<file path="config.mk">
export PLATFORM = sky130hd
export DESIGN_NAME = s7_display_mux_flat
export DESIGN_NICKNAME = d
export VERILOG_FILES = /design/src/rtl/s7_display_mux_if.sv /design/src/rtl/s7_display_mux.sv /design/src/flat_wrapper.sv
export SDC_FILE = /design/constraint.sdc
export NUM_CORES = 1
export LEC_CHECK = 0
export CORE_MARGIN = 4
export CORE_UTILIZATION = 45
export CTS_BUF_LIST = sky130_fd_sc_hd__clkbuf_16
export CTS_CLUSTER_SIZE = 24
export DETAILED_ROUTE_END_ITERATION = 8
export PLACE_DENSITY_LB_ADDON = 0.25
export SLEW_MARGIN = 10
export SYNTH_ARGS = -nofsm -noshare
export SYNTH_HDL_FRONTEND = slang
export SYNTH_SLANG_ARGS = --single-unit
</file>
<file path="constraint.sdc">
create_clock -name i_clk -period 2.8 [get_ports i_clk]
set_clock_uncertainty 0.2 [all_clocks]
set_input_delay 0.56 -clock i_clk [delete_from_list [all_inputs] [get_ports i_clk]]
set_output_delay 0.56 -clock i_clk [all_outputs]
set_load 0.03 [all_outputs]
</file>
<file path="src/rtl/s7_display_mux_if.sv">
// rtl/s7_display_mux_if.sv - BCD data in / segment and digit-select out bundle for the display mux
interface s7_display_mux_if #(
    parameter int DISPLAYS_NUM = 4
);
    logic [DISPLAYS_NUM*4-1:0] i_bcd_data;
    logic [6:0]                o_segments;
    logic [DISPLAYS_NUM-1:0]   o_segments_sel;

    // Datapath side: supplies digits, observes display pins
    modport master (
        output i_bcd_data,
        input  o_segments,
        input  o_segments_sel
    );

    // Display driver side
    modport slave (
        input  i_bcd_data,
        output o_segments,
        output o_segments_sel
    );
endinterface

</file>
<file path="src/rtl/s7_display_mux.sv">
// rtl/s7_display_mux.sv - time-multiplexed common-anode 7-segment driver with BCD decode
module s7_display_mux #(
    parameter int DISPLAYS_NUM        = 4,
    parameter int MULTIPLEX_CLK_COUNT = 10
) (
    input  logic                 i_clk,
    input  logic                 i_rst,
    s7_display_mux_if.slave      bus
);
    localparam int CNT_W = (MULTIPLEX_CLK_COUNT > 1) ? $clog2(MULTIPLEX_CLK_COUNT) : 1;
    localparam int IDX_W = (DISPLAYS_NUM > 1) ? $clog2(DISPLAYS_NUM) : 1;
    localparam logic [CNT_W-1:0] LAST_CNT = CNT_W'(MULTIPLEX_CLK_COUNT - 1);
    localparam logic [IDX_W-1:0] LAST_IDX = IDX_W'(DISPLAYS_NUM - 1);

    logic [CNT_W-1:0]        cnt;
    logic [IDX_W-1:0]        idx;
    // The first edge after reset only loads digit 0 without advancing the
    // dwell counter, so digit 0 gets a full slot like every other digit.
    logic                    scan_run;

    logic [CNT_W-1:0]        cnt_next;
    logic [IDX_W-1:0]        idx_next;
    logic [3:0]              nibble;
    logic [6:0]              seg_next;
    logic [DISPLAYS_NUM-1:0] sel_next;

    // BCD to active-low abcdefg; non-decimal codes are blanked
    function automatic logic [6:0] decode(input logic [3:0] bcd);
        case (bcd)
            4'd0:    decode = 7'b0000001;
            4'd1:    decode = 7'b1001111;
            4'd2:    decode = 7'b0010010;
            4'd3:    decode = 7'b0000110;
            4'd4:    decode = 7'b1001100;
            4'd5:    decode = 7'b0100100;
            4'd6:    decode = 7'b0100000;
            4'd7:    decode = 7'b0001111;
            4'd8:    decode = 7'b0000000;
            4'd9:    decode = 7'b0000100;
            default: decode = 7'b1111111;
        endcase
    endfunction

    // Next dwell count / digit index with explicit wrap, and the output values they select
    always_comb begin
        cnt_next = cnt;
        idx_next = idx;
        if (scan_run) begin
            if (cnt == LAST_CNT) begin
                cnt_next = '0;
                idx_next = (idx == LAST_IDX) ? '0 : idx + 1'b1;
            end else begin
                cnt_next = cnt + 1'b1;
            end
        end
        nibble   = bus.i_bcd_data[int'(idx_next)*4 +: 4];
        seg_next = decode(nibble);
        sel_next = ~(DISPLAYS_NUM'(1) << idx_next);
    end

    // Scan state and registered display outputs; reset blanks everything immediately
    always_ff @(posedge i_clk or negedge i_rst) begin
        if (!i_rst) begin
            cnt                <= '0;
            idx                <= '0;
            scan_run           <= 1'b0;
            bus.o_segments     <= 7'b1111111;
            bus.o_segments_sel <= '1;
        end else begin
            cnt                <= cnt_next;
            idx                <= idx_next;
            scan_run           <= 1'b1;
            bus.o_segments     <= seg_next;
            bus.o_segments_sel <= sel_next;
        end
    end
endmodule

</file>
<file path="src/flat_wrapper.sv">
// flat-port wrapper written by rule: the top's interface ports become plain ports
module s7_display_mux_flat 
#(
    parameter int DISPLAYS_NUM        = 4,
    parameter int MULTIPLEX_CLK_COUNT = 10
)
  (i_clk, i_rst, bus_i_bcd_data, bus_o_segments, bus_o_segments_sel);
  s7_display_mux_if #(.DISPLAYS_NUM(DISPLAYS_NUM)) bus_i ();
  input  logic i_clk;
  input  logic i_rst;
  input wire logic [$bits(bus_i.i_bcd_data)-1:0] bus_i_bcd_data;
  output wire logic [$bits(bus_i.o_segments)-1:0] bus_o_segments;
  output wire logic [$bits(bus_i.o_segments_sel)-1:0] bus_o_segments_sel;
  assign bus_i.i_bcd_data = bus_i_bcd_data;
  assign bus_o_segments = bus_i.o_segments;
  assign bus_o_segments_sel = bus_i.o_segments_sel;
  s7_display_mux #(.DISPLAYS_NUM(DISPLAYS_NUM), .MULTIPLEX_CLK_COUNT(MULTIPLEX_CLK_COUNT)) u_core (.i_clk(i_clk), .i_rst(i_rst), .bus(bus_i));
endmodule
</file>
======== After elaboration in Yosys (flattened, before gate mapping) ========
Memories as Yosys holds them, arrays and structs flattened. A register that Yosys moved wholly into a read port is not among the register bits.
Index checks and enable logic that the tools add are counted.
word-level totals
  memories ................................ 1
  output and inout port bits .............. 11
  bits in registers ....................... 11
  bits in read-only memories .............. 112
operators by class
  muxes and demuxes ....................... 4
  shift operators ......................... 2
  equal/unequal tests ..................... 2
  reduce and logical (&&, ||, !) cells .... 1
  add/subtract/negate cells ............... 2
  bitwise gates (word level) .............. 1
memories
  name             words  width  read ports  clocked after memory_dff  write ports  RTL line              RTL
  (no name shown)  16     7      1           1                         0            s7_display_mux.sv:29  case (bcd)
operator list
  kind                                                                number
  16-bit by 5-bit indexed part select with 4-bit output               1
  2-bit two-way mux                                                   3
  4-bit by 1-bit adder with 4-bit output (second input constant)      1
  4-bit equality test (second input constant)                         1
  4-bit two-way mux                                                   1
  4-bit NOT                                                           1
  1-bit by 2-bit left shift with 4-bit output (first input constant)  1
  2-bit by 1-bit adder with 2-bit output (second input constant)      1
  2-bit equality test (second input constant)                         1
  1-bit zero test                                                     1

======== Longest topological paths before layout ========
Gate-level depths: netlist of run 1.
  depth in word-level cells ............... 6
  depth in mapped cells ................... 11

======== Worst setup path after synthesis of run 1 ========
No wires, ideal clock.
  kind .................................... reg-to-reg
  start point ............................. reg u_core.idx[0]
  end point ............................... reg u_core.bus.o_segments[3]
  data required time ...................... 2.527 ns
  clock period less this slack ............ 2.578 ns
  setup slack ............................. 0.222 ns
  data arrival time ....................... 2.305 ns
  cell stages (with the launch flop) ...... 12
  path buffers ............................ 1
  path through ............................ dfrtp_1 -> ha_1 -> clkbuf_1 -> mux2i_1 -> nand4_1 -> o21a_1 -> nand2_1 -> inv_1 -> ha_1 -> inv_1 -> or2_1 -> a21oi_1
on the way
  cells in the longest elaborated chain, start to end .. 5
  elaborated cells between the ends (all ways) .. 6
  classes of those cells .................. 1 x add/sub; 1 x eq/ne; 1 x shift; 3 x mux
RTL lines
  what                                                                                  RTL line                 RTL
  start: declaration                                                                    s7_display_mux.sv:16     logic [IDX_W-1:0] idx;
  start signal: assignment                                                              s7_display_mux.sv:71     idx <= idx_next;
  2-bit by 1-bit adder with 2-bit output / 2-bit equality test (equally long branches)  s7_display_mux.sv:51     idx_next = (idx == LAST_IDX) ? '0 : idx + 1'b1;
  2-bit two-way mux                                                                     s7_display_mux.sv:51
  2-bit two-way mux                                                                     s7_display_mux.sv:49     if (cnt == LAST_CNT) begin
  2-bit two-way mux (*)                                                                 s7_display_mux.sv:48     if (scan_run) begin
  16-bit by 5-bit indexed part select with 4-bit output (*)                             s7_display_mux.sv:56     nibble = bus.i_bcd_data[int'(idx_next)*4 +: 4];
  end: declaration                                                                      s7_display_mux_if.sv:19  output o_segments,
Every way passes the cells marked *; elsewhere a longest branch is shown, timed or not.
A chain may end at the register's enable or synchronous reset.

======== Worst setup path after layout of run 1 ========
Same ends and word-level chain as after synthesis.

==> impl_metrics.toml, run 1 <==
[critical_path]
rrSetupSlack_ps = 270
r2r_cells = 10
endpoint_kind = "flop"
cp.arrival_ps = 2500
reg2reg_to = "u_core.bus.o_segments[3]$_DFF_PN1_"
worstReg2RegStart = "u_core.idx[0]$_DFF_PN0_"
critPathRequiredTime_ps = 2770
critical_path.max_fanout = 14
critPathKind = "reg -> reg"
start_kind = "flop"

[routing]
drtIter0Drc = 34
wl_um = 2820
viasPerCell = 5.58
drc = 0
ant_nets = 0
drt-wirelength-per-cell_um = 14.1
vias = 1116
first_pass_iters = 4

[global_routing]
overflow = 0
grt_pass1_wl_um = 4750
antenna_found_initial = 0
grt_max_degree = 19
grt_pass1_vias = 1072
grt_use_total_pct = 17.3

[synthesis]
synth-seq-cells = 18
synth_edf_count = 0
synth_cells = 139
synth_ff_type = "dfstp_2"
syn_area_per_cell_um2 = 9.13
syn_area_um2 = 1270
yosys.area.top_type = "dfstp_2"
synthesis.nets = 163
postSynth.asyncResetShare_pct = 100
synth_warnings = 0
yosys-top-cells-area = "dfstp_2 23%, dfrtp_1 14%, nand2_1 6.8%"
ys_seq_area_share_pct = 36.6
yosys.cell_types.count = 42
synth_top_area_share_pct = 22.8

[finish]
layout.cells.most_common = "clkdlybuf4s50_1"
nets = 195
layout_common_cells = "28 x clkdlybuf4s50_1, 23 x nand2_1, 11 x dfstp_2, 10 x nand2b_1, 8 x inv_1"
syn_to_final_growth_pct = 31.8
post-route-util_pct = 64.5
diodes = 0
drive_above_1_share_pct = 18.2

[placed_design]
gp_congestion = 0.854
dp_hpwl_um = 2200
portBuffers = 28

[die]
io_pins = 29
die_x_um = 61.1
coreArea_um2 = 2590
start_util_pct = 49.0
row_count = 18
die_area_um2 = 3730
die_height_um = 61.1

[sta]
drv_slew = 0
hold_violations = 0
fmax_mhz = 395
tightestPinTransition_ps = 753
rsz0062_at_grt = "no"
final.setup.tns_ps = 0
slew_headroom_pct = 49.6
min_period_over_period_pct = 90.5
setup_viol = 0
fin_crit_ps = 2530

[min_path]
min_path_cells = 1
hp-start = "u_core.scan_run$_DFF_PN0_"
min_path_type = "reg -> reg"
min_to = "u_core.cnt[0]$_DFFE_PN0P_"

[cts]
cts_hold_buf = 0
cts_inserted_buffers = 3
clkTransAtPathRegs_ps = 50
cts_num_sinks = 18
cts-resized-gates = 0
cts-root-buf = "clkbuf_16"
clock_path_buffers = 2
clk_latency_ps = 240
h-tree-depth = 1
post_cts_buffers = 0
cts_tree = "done"

[power]
switchingPower_uw = 938
pwr-share-clk_pct = 12.8
p_per_area_nw_per_um2 = 1290
seqPwrFrac_pct = 24.7
ir_worst_vdd_uv = 1040
switching_share_pct = 43.4
p_comb_share_pct = 62.5
internal_power_uw = 1220
p_leak_uw = 0.000708

[run_status]
status = "finished, final reports clean"

[run]
drv_cap = 0
## per-stage QoR
stage,cell area [um^2],power (uW),std cells,hold WS [ps],worst slack [ps]
after floorplan,1270,1500,139,64.4,222
after global placement,1590,1840,196,333,167
after detailed placement,1590,1880,196,335,106
after CTS,1670,2170,200,349,168
after global routing,1670,2350,200,389,73.5
final,1670,2160,200,352,265
## area by class of cell
| type | count | area (um^2) |
|---|---|---|
| Inverter | 9 | 33.8 |
| Sequential cell | 18 | 464 |
| Fill cell | 234 | 918 |
| Clock inverter | 1 | 3.75 |
| Timing Repair Buffer | 32 | 310 |
| Multi-Input combinational cell | 107 | 747 |
| Clock buffer | 3 | 75.1 |
| Tap cell | 30 | 37.5 |
## registers in the layout, indices dropped and copies added, names as in the netlist
name / flops
u_core.scan_run: 1
u_core.bus.o_segments_sel: 4
u_core.bus.o_segments: 7
u_core.cnt: 4
u_core.idx: 2
## synthesized netlist by cell type, drive strengths merged, types with 3 or more instances
cell type  number
nand2          23
dfstp          11
nand2b         10
inv             9
dfrtp           7
nor2            7
a22oi           6
ha              6
a211oi          5
a21oi           5
mux2i           5
clkbuf          4
nor3            4
o21ai           4
mux2            3
nor2b           3
or2             3
## how the worst max path moves through the flow
stage | start | endpoint | cells after the start
6_report | u_core.idx[0]$_DFF_PN0_ | u_core.bus.o_segments[3]$_DFF_PN1_ | 10
5_1_grt | u_core.cnt[2]$_DFFE_PN0P_ | u_core.bus.o_segments[6]$_DFF_PN1_ | 9
4_1_cts | u_core.idx[0]$_DFF_PN0_ | u_core.bus.o_segments[3]$_DFF_PN1_ | 10
3_5_place_dp | bus_i_bcd_data[1] | u_core.bus.o_segments[3]$_DFF_PN1_ | 10
3_3_place_gp | bus_i_bcd_data[9] | u_core.bus.o_segments[3]$_DFF_PN1_ | 10
2_1_floorplan | u_core.idx[0]$_DFF_PN0_ | u_core.bus.o_segments[3]$_DFF_PN1_ | 11
## critical path, stage by stage, from the launching register on
cell and delay (ps):
dfrtp_1 450, ha_2 500, mux2i_1 210, nand4_1 100, o21a_1 150, nand2_1 80, inv_1 70, ha_1 290
inv_1 40, or2_1 210, a21oi_1 150
## power groups by stage
stage	clock (uW)	sequential [uW]	combinational, uW
5_1_grt	302	553	1490
3_5_place_dp	0	539	1340
3_3_place_gp	0	532	1300
2_1_floorplan	0	677	822
4_1_cts	284	534	1350
6_report	277	534	1350
## per-layer routing
metal	track usage, %	share of wire, %	vias to the layer above
li1	-	-	546
met1	21.4	43	541
met2	30.4	52	25
met3	3.77	3.5	4
met4	4.33	0.92	0
met5	0	0	-
## cells by family after synthesis
family                     count (synthesis)  synth area share (%)
and+or+nand+nor                           61                  26.5
AOI/OAI and AO/OA                         29                  15.7
DFF                                       18                  36.6
buffers and inverters                     14                  4.73
muxes                                      8                  8.88
adders and majority gates                  6                  5.92
xor gates and xnor gates                   2                  1.38
other                                      1                 0.296
(Power assumes the default switching activity.)
==> run 2, diff against run 1 <==
- SKIP_CTS_REPAIR_TIMING: unset -> 1
==> results of run 2 <==
The final DEF is identical to that of run 1; final timing and power are the same.
==> run 3, diff against run 2 <==
- CTS_CLUSTER_SIZE: 24 -> 16
==> results of run 3 <==
The final DEF is identical to that of run 1; final timing and power are the same.
